--- config.mk ---
export PLATFORM = sky130hd
export DESIGN_NAME = imc_macro_sequencer
export DESIGN_NICKNAME = d
export VERILOG_FILES = /design/src/rtl/imc_macro_sequencer.sv
export SDC_FILE = /design/constraint.sdc
export NUM_CORES = 1
export LEC_CHECK = 0
export CAP_MARGIN = 10
export CORE_ASPECT_RATIO = 1.1
export CORE_MARGIN = 5
export CORE_UTILIZATION = 48
export DETAILED_ROUTE_END_ITERATION = 12
export GPL_TIMING_DRIVEN = 0
export PLACE_DENSITY_LB_ADDON = 0.05
export SLEW_MARGIN = 30
export SYNTH_ARGS = -nofsm -noshare
export SYNTH_HDL_FRONTEND = slang
export SYNTH_SLANG_ARGS = --single-unit
--- constraint.sdc ---
create_clock -name clk -period 3.45 [get_ports clk]
set_input_delay 0.69 -clock clk [delete_from_list [all_inputs] [get_ports clk]]
set_output_delay 0.69 -clock clk [all_outputs]
set_load 0.03 [all_outputs]
--- src/rtl/imc_macro_sequencer.sv ---
// rtl/imc_macro_sequencer.sv - command sequencer for the 16x16 in-memory-compute SRAM macro
// Times precharge / word-line / sense phases and returns READ or MAC results over valid/ready.
module imc_macro_sequencer #(
    parameter int T_PRE = 2,
    parameter int T_WL  = 2,
    parameter int T_SA  = 1,
    parameter int T_ADC = 3
) (
    input  logic        clk,
    input  logic        rst_n,
    input  logic        cmd_valid,
    output logic        cmd_ready,
    input  logic [1:0]  cmd_op,
    input  logic [3:0]  cmd_row,
    input  logic [15:0] cmd_data,
    input  logic [15:0] cmd_datab,
    output logic        rsp_valid,
    input  logic        rsp_ready,
    output logic [1:0]  rsp_op,
    output logic [15:0] rsp_data,
    output logic [63:0] rsp_mac,
    output logic        rsp_err,
    output logic [15:0] wwl,
    output logic [7:0]  wwld,
    output logic [15:0] rwl,
    output logic [15:0] rwlb,
    output logic [15:0] din,
    output logic        we,
    output logic        pre_sram,
    output logic        pre_vlsa,
    output logic        pre_clsa,
    output logic        pre_a,
    output logic        saen,
    output logic        en,
    input  logic [15:0] sa_out,
    input  logic [63:0] adc_out
);

    typedef enum logic [2:0] {IDLE, PRE, WL, SENSE, RESP} state_t;

    localparam logic [1:0] OP_WRITE  = 2'd0;
    localparam logic [1:0] OP_READ   = 2'd1;
    localparam logic [1:0] OP_MAC    = 2'd2;
    localparam logic [1:0] OP_DWRITE = 2'd3;

    state_t      state, state_next;
    logic [3:0]  cnt, cnt_next;
    logic        accept;
    logic [1:0]  op_q, op_sel;
    logic [3:0]  row_q;
    logic [15:0] data_q, datab_q;

    logic [15:0] wwl_n, rwl_n, rwlb_n, din_n;
    logic [7:0]  wwld_n;
    logic        we_n, pre_sram_n, pre_vlsa_n, pre_clsa_n, pre_a_n, saen_n, en_n;

    always_comb begin
        state_next = state;
        cnt_next   = cnt;
        accept     = 1'b0;
        case (state)
            IDLE: begin
                if (cmd_valid && cmd_ready) begin
                    accept     = 1'b1;
                    state_next = PRE;
                    cnt_next   = 4'(T_PRE);
                end
            end
            PRE: begin
                if (cnt == 4'd1) begin
                    state_next = WL;
                    cnt_next   = 4'(T_WL);
                end else begin
                    cnt_next = cnt - 4'd1;
                end
            end
            WL: begin
                if (cnt == 4'd1) begin
                    if (op_q == OP_WRITE || op_q == OP_DWRITE) begin
                        state_next = RESP;
                        cnt_next   = 4'd0;
                    end else begin
                        state_next = SENSE;
                        cnt_next   = (op_q == OP_READ) ? 4'(T_SA) : 4'(T_ADC);
                    end
                end else begin
                    cnt_next = cnt - 4'd1;
                end
            end
            SENSE: begin
                if (cnt == 4'd1) begin
                    state_next = RESP;
                    cnt_next   = 4'd0;
                end else begin
                    cnt_next = cnt - 4'd1;
                end
            end
            RESP: begin
                if (rsp_ready) state_next = IDLE;
            end
            default: begin
                state_next = IDLE;
                cnt_next   = 4'd0;
            end
        endcase
    end

    // Macro pins are decoded from the state being entered so they can be registered.
    always_comb begin
        op_sel     = accept ? cmd_op : op_q;
        wwl_n      = 16'h0000;
        wwld_n     = 8'h00;
        rwl_n      = 16'h0000;
        rwlb_n     = 16'h0000;
        din_n      = 16'h0000;
        we_n       = 1'b0;
        pre_sram_n = 1'b0;
        pre_vlsa_n = 1'b0;
        pre_clsa_n = 1'b0;
        pre_a_n    = 1'b0;
        saen_n     = 1'b0;
        en_n       = 1'b0;
        case (state_next)
            PRE: begin
                pre_sram_n = 1'b1;
                pre_vlsa_n = (op_sel == OP_READ);
                pre_clsa_n = (op_sel == OP_MAC);
                pre_a_n    = (op_sel == OP_MAC);
            end
            WL, SENSE: begin
                case (op_q)
                    OP_WRITE: begin
                        wwl_n = 16'h0001 << row_q;
                        din_n = data_q;
                        we_n  = 1'b1;
                    end
                    OP_DWRITE: begin
                        wwld_n = 8'h01 << row_q[2:0];
                        din_n  = data_q;
                        we_n   = 1'b1;
                    end
                    OP_READ: begin
                        rwl_n  = 16'h0001 << row_q;
                        saen_n = (state_next == SENSE);
                    end
                    default: begin
                        // Bits set in both vectors are cancelled on both lines.
                        rwl_n  = data_q & ~datab_q;
                        rwlb_n = datab_q & ~data_q;
                        en_n   = 1'b1;
                    end
                endcase
            end
            default: ;
        endcase
    end

    always_ff @(posedge clk or negedge rst_n) begin
        if (!rst_n) begin
            state     <= IDLE;
            cnt       <= 4'd0;
            cmd_ready <= 1'b1;
            rsp_valid <= 1'b0;
            rsp_op    <= 2'd0;
            rsp_data  <= 16'h0000;
            rsp_mac   <= 64'h0;
            rsp_err   <= 1'b0;
            op_q      <= 2'd0;
            row_q     <= 4'd0;
            data_q    <= 16'h0000;
            datab_q   <= 16'h0000;
            wwl       <= 16'h0000;
            wwld      <= 8'h00;
            rwl       <= 16'h0000;
            rwlb      <= 16'h0000;
            din       <= 16'h0000;
            we        <= 1'b0;
            pre_sram  <= 1'b0;
            pre_vlsa  <= 1'b0;
            pre_clsa  <= 1'b0;
            pre_a     <= 1'b0;
            saen      <= 1'b0;
            en        <= 1'b0;
        end else begin
            state     <= state_next;
            cnt       <= cnt_next;
            cmd_ready <= (state_next == IDLE);
            rsp_valid <= (state_next == RESP);
            wwl       <= wwl_n;
            wwld      <= wwld_n;
            rwl       <= rwl_n;
            rwlb      <= rwlb_n;
            din       <= din_n;
            we        <= we_n;
            pre_sram  <= pre_sram_n;
            pre_vlsa  <= pre_vlsa_n;
            pre_clsa  <= pre_clsa_n;
            pre_a     <= pre_a_n;
            saen      <= saen_n;
            en        <= en_n;
            if (accept) begin
                op_q    <= cmd_op;
                row_q   <= cmd_row;
                data_q  <= cmd_data;
                datab_q <= cmd_datab;
            end
            if (state_next == RESP && state != RESP) begin
                rsp_op   <= op_q;
                rsp_data <= (op_q == OP_READ) ? sa_out : 16'h0000;
                rsp_mac  <= (op_q == OP_MAC) ? adc_out : 64'h0;
                rsp_err  <= (op_q == OP_MAC) && |(data_q & datab_q);
            end
        end
    end

endmodule

Word-level counts from Yosys, hierarchy flattened
Index checks and enable logic that the tools add are counted.

Word-level logic and storage cells: 98. Output and inout bits: 164. Register bits after elaboration: 208.

Shift-type cells: 2. Multiplexer cells: 38. Equality and inequality tests: 16. Reduce and logical (&&, ||, !) cells: 12. Add/sub/neg operators: 1. Bitwise gates (word level): 6.

Operators with widths (count): two-way mux 16 bit (8); two-way mux 64 bit (1); AND 16 bit (3); inverter 16 bit (2); one-hot mux 16 bit (2 select lines) (1); one-hot mux 4 bit (5 select lines) (1); two-way mux 3 bit (6); two-way mux 4 bit (4); two-way mux 8 bit (2); OR reduction 16 bit (1); left shift 1 x 4 -> 16 bit (first input constant) (1); one-hot mux 3 bit (5 select lines) (1); equality test 3 x 2 -> 1 bit (second input constant) (4); two-way mux 1 bit (11); left shift 1 x 3 -> 8 bit (first input constant) (1); equality test 2 bit (second input constant) (3); equality test 3 x 1 -> 1 bit (second input constant) (2); equality test 3 bit (second input constant) (2); logical NOT 3 bit (2); two-way mux 2 bit (3); equality test 2 x 1 -> 1 bit (second input constant) (2); equality test 4 x 1 -> 1 bit (second input constant) (1); OR reduction 2 bit (2); subtractor 4 x 1 -> 4 bit (second input constant) (1); 8 further kinds (10).

Depth between registers and ports, before layout
Depth after elaboration: 8. Depth in mapped cells: 9. Mapped depth without buffers: 6.

Least setup slack after synthesis
Ideal clock, no wire load.

Path type: register to register. Start point: register cnt[1]. End point: register rwl[12]. Data required time: 3.349 ns. Stages on the path, launching flop included: 9. Data arrival time: 1.977 ns. Library setup time: 0.101 ns. Path slack: 1.372 ns. Path through: dfrtp_1 > inv_1 > ha_1 > or3b_4 > or2_0 > buf_2 > a211o_1 > buf_6 > o32ai_1.

Cells in the longest elaborated chain, start to end: 6. Elaborated cells on any way between the ends: 9.

Ends and longest elaborated chain: start, declared (line 47) `logic [3:0] cnt, cnt_next;`; start signal, assigned (line 186) `cnt <= cnt_next;`; equality test 4 x 1 -> 1 bit * (line 70, 78, 91); two-way mux 3 bit, on equally long branches (line 91, 70, 78); one-hot mux 3 bit (5 select lines) * (line 61) `case (state)`; equality test 3 x 2 -> 1 bit (line 123) `case (state_next)`; OR reduction 2 bit * (line 123); two-way mux 16 bit * (line 123); via rwl_n[12] (line 53) `logic [15:0] wwl_n, rwl_n, rwlb_n, din_n;`; end signal, assigned (line 191) `rwl <= rwl_n;`; end, declared (line 25) `output logic [15:0] rwl,`.

The timed path passes the listed nets; every way through them passes the cells marked *. A chain may end at the register's enable or synchronous reset.

Final worst setup path
Start point: register cnt[1]. End point: register rsp_data[4].

Cells in the longest elaborated chain, start to end: 5. Elaborated cells on any way between the ends: 7.

Ends and longest elaborated chain: equality test 4 x 1 -> 1 bit * (line 70, 78, 91); two-way mux 3 bit, on equally long branches (line 91, 70, 78); one-hot mux 3 bit (5 select lines) * (line 61); equality test 3 bit * (line 207) `if (state_next == RESP && state != RESP) begin`; logical AND 1 bit * (line 207); end signal, assigned (line 209) `rsp_data <= (op_q == OP_READ) ? sa_out : 16'h0000;`; end, declared (line 20) `output logic [15:0] rsp_data,`.

Mark *: on every way between the ends. The rest lies on a longest branch, timed or not.

==> summary.md <==
| Metric | Value |
|---|---|
| WL/cell | ~19 um |
| Gr usage total | between 20% and 30% |
| Max Clk Rate | 364.9 MHz |
| Syn. warnings | 0 |
| CTS root buffer | clkbuf_16 |
| CP bufs+invs | 4 |
| Kind of start point of the critical path | register |
| Rows | 49 |
| Initial Util | between 40% and 50% |
| RSZ-0062 raised after global routing | no |
| Synth area leaders | dfrtp_1, nand2_1, o21ai_0, mux2_2, o32ai_1 |
| CTS resizes | 0 |
| DRT iter0 DRCs | 306 |
| Largest net degree at the start of global routing | between 70 and 80 |
| Post-synth EDFFs | 0 |
| Maxcap violations | 0 |
| Buffers on Ports | 285 |
| Yosys reg bits | roughly 210 |
| Critical Path End Type | register |
| Largest fanout on the critical path | 10 |
| Area growth syn-to-layout | 48.80% |
| Power per cell area | roughly 960 nW/um2 |
| Global-route wire length before repair | 37410 um |
| DP Cell Count | around 1200 |
| Vias post-DR | between 6000 and 7000 |
| Clock Skew | around 0.010 ns |
| Post-Synthesis Cell Area | about 8000 um2 |
| Final Hold Viols | 0 |
| Final core occ | between 70% and 80% |
| Setup ws final | about 0.7 ns |
| Post-Syn Nets | around 860 |
| Final count of pins violating max slew | 0 |
| Die Wd | around 130 um |
| Clk sink count | 208 |
| Slowest cell delay on critical path | roughly 0.49 ns |
| Tmin final | 2.740 ns |
| P_leak | between 5 and 6 nW |
| Avg Synthesized Cell Area | about 11 um2 |
| # fillers | around 1200 |
| Setup Crit Path Kind | register to register |
| Hold buffers post-CTS | 0 |
| Number of diodes | 0 |
| CTS buffer count | 21 |
| Top-area cell type share of the netlist area | approximately 65% |
| CTS tree | done |
| Slowest-stage cell, CP | nor3b_2 |
| CP top delay family | simple AND/OR/NAND/NOR gates |
| Async SR Flop Fraction | between 90% and 100% |
| CTS clock-pin slew for the worst setup and hold paths | 0.06 ns |
| VDD IR max | ~0.00064 V |
| Final period util | 79.43% |
| Grt ovf | 0 |
| Final setup vio count | 0 |
| Routed Antenna Nets | 0 |
| Full die area | 19320 um2 |
| Initial antenna violation count | 1 |
| Die height | 145.3 um |
| Worst relative slew slack | between 50% and 60% |
| Vias in the first global route | between 6000 and 7000 |
| Dpl hpwl | roughly 17000 um |
| CORE AREA | around 16000 um2 |
| Total iterations of the first detailed-routing run | 5 |
| Nets | between 1000 and 1500 |
| TNS Setup | 0 ns |
| Clock Latency Late Sink | between 0.4 and 0.5 ns |
| Instance count on the critical path | 9 |
| Drc violations | 0 |
| Worst slack, placed | approximately 0.56 ns |
| Distinct cells, synth | 38 |
| Via-per-instance ratio | around 5.2 |
| Leading cell type by number of instances after synthesis | dfrtp_1 |
| Synth Flop Type | dfrtp_1 |
| Gate Count Post-Synth | between 700 and 800 |
| CP Cell Sequence | inv_1 -> ha_1 -> nor3b_2 -> nand3_1 -> clkbuf_1 -> buf_2 -> clkbuf_1 -> nand2_1 -> o21ai_0 |
| Leading area contributor after synthesis | dfrtp_1 |
| H-Tree Level Count | 1 |
| Post-CTS setup buffers | 0 |
| I/O Pins | approximately 290 |
| Sequential share of the synthesized area | between 60 and 70% |
| Worst R2R Path Depth | 9 |
| Clock Path Buffers | 3 |
| Required time of the critical path | around 3.8 ns |
| Worst-Margin Slew | roughly 0.73 ns |
| CP dominant cell by count | clkbuf_1 |
| Share of layout cells above drive strength 1 | under 10% |
| Commonest cells post-synth | dfrtp_1, nand2_1, o21ai_0 |
| Status | complete, no violations |
| CP arrival | a little over 3 ns |
| Final wirelength | 23850 um |
| GP Congestion | 0.8609 |
| Final std cells w/o fill | ~1300 |
| HP Class | primary input to asynchronous set/reset pin |
state kept, by name, summed over array words and instances, names as in the netlist, 2 cells and up:
signal	count
rsp_mac	64
data_q	16
datab_q	16
din	16
rsp_data	16
rwl	16
rwlb	16
wwl	16
wwld	8
cnt	4
row_q	4
state	3
op_q	2
rsp_op	2
layout make-up:
type                            count  area [um2]  share of cell area, %
Inverter                           25       93.84                 0.7899
Timing Repair Buffer              287        2913                  24.52
Tap cell                          204       255.2                  2.149
Clock buffer                       27       578.1                  4.866
Clock inverter                      9       150.1                  1.264
Multi-Input combinational cell    452        2476                  20.84
Sequential cell                   208        5206                  43.82
Buffer                             45       207.7                  1.748
power by group:
part	internal (mW)	switching [mW]	leakage, nW	total [mW]
Combinational	1.98	3.00	2.19	4.98
Sequential	3.34	0.616	2.64	3.96
Clock	1.48	0.928	0.352	2.41
layout by cell type, fill, tap and decap left out, types with 4 or more instances in the layout:
master           netlist  final
clkdlybuf4s50_1        0    284
dfrtp_1              207    207
nand2_1              190    190
o21ai_0              104    104
clkbuf_1              30     33
inv_1                 25     25
nor3_1                22     22
mux2_2                21     21
clkbuf_16              0     21
and2_1                18     18
nor3b_1               18     18
o32ai_1               16     16
buf_2                 10     10
nor4b_1                8      8
nor2_1                 7      7
nand3b_1               6      6
ha_1                   6      6
a22o_1                 5      5
a221oi_1               4      4
bufinv_16              0      4
kinds of logic after synthesis:
| family | Yosys count | synth area share, % |
|---|---|---|
| muxes | 21 | 2.962 |
| DFF | 208 | 65.21 |
| and+or+nand+nor | 285 | 16.61 |
| AOI/OAI and AO/OA | 140 | 10.50 |
| adders and majority gates | 6 | 0.9403 |
| buffers and inverters | 70 | 3.777 |
stage by stage:
stage	hold slack [ns]	total power, mW	instance area, um2
2_1_floorplan	0.3944	6.727	7984
3_3_place_gp	0.4597	8.881	11090
3_5_place_dp	0.4692	8.964	11150
4_1_cts	0.1650	11.41	11880
5_1_grt	0.1921	11.97	11880
6_report	0.1472	11.35	11880
routing by layer:
metal  GRT usage, %  vias up  routed length, um
met3          7.860       53               2317
met2          40.68      282              11520
li1               -     3073                  -
met1          29.49     3154               9229
met4          8.212        2                770
met5              0        -                 11
final timing paths:
path / startpoint / endpoint / slack [ns]
worst min register to register: rsp_mac[39] / rsp_mac[39] / 0.48
worst max register to register: cnt[1] / rsp_data[4] / 0.71
worst max-delay path: cnt[1] / rsp_data[4] / 0.71
min in group clk: rsp_mac[39] / rsp_mac[39] / 0.48
worst min-delay path: rst_n / wwl[12] / 0.15
max in group asynchronous: rst_n / rsp_mac[23] / 2.24
No activity file was read; power rests on OpenSTA's default activity.
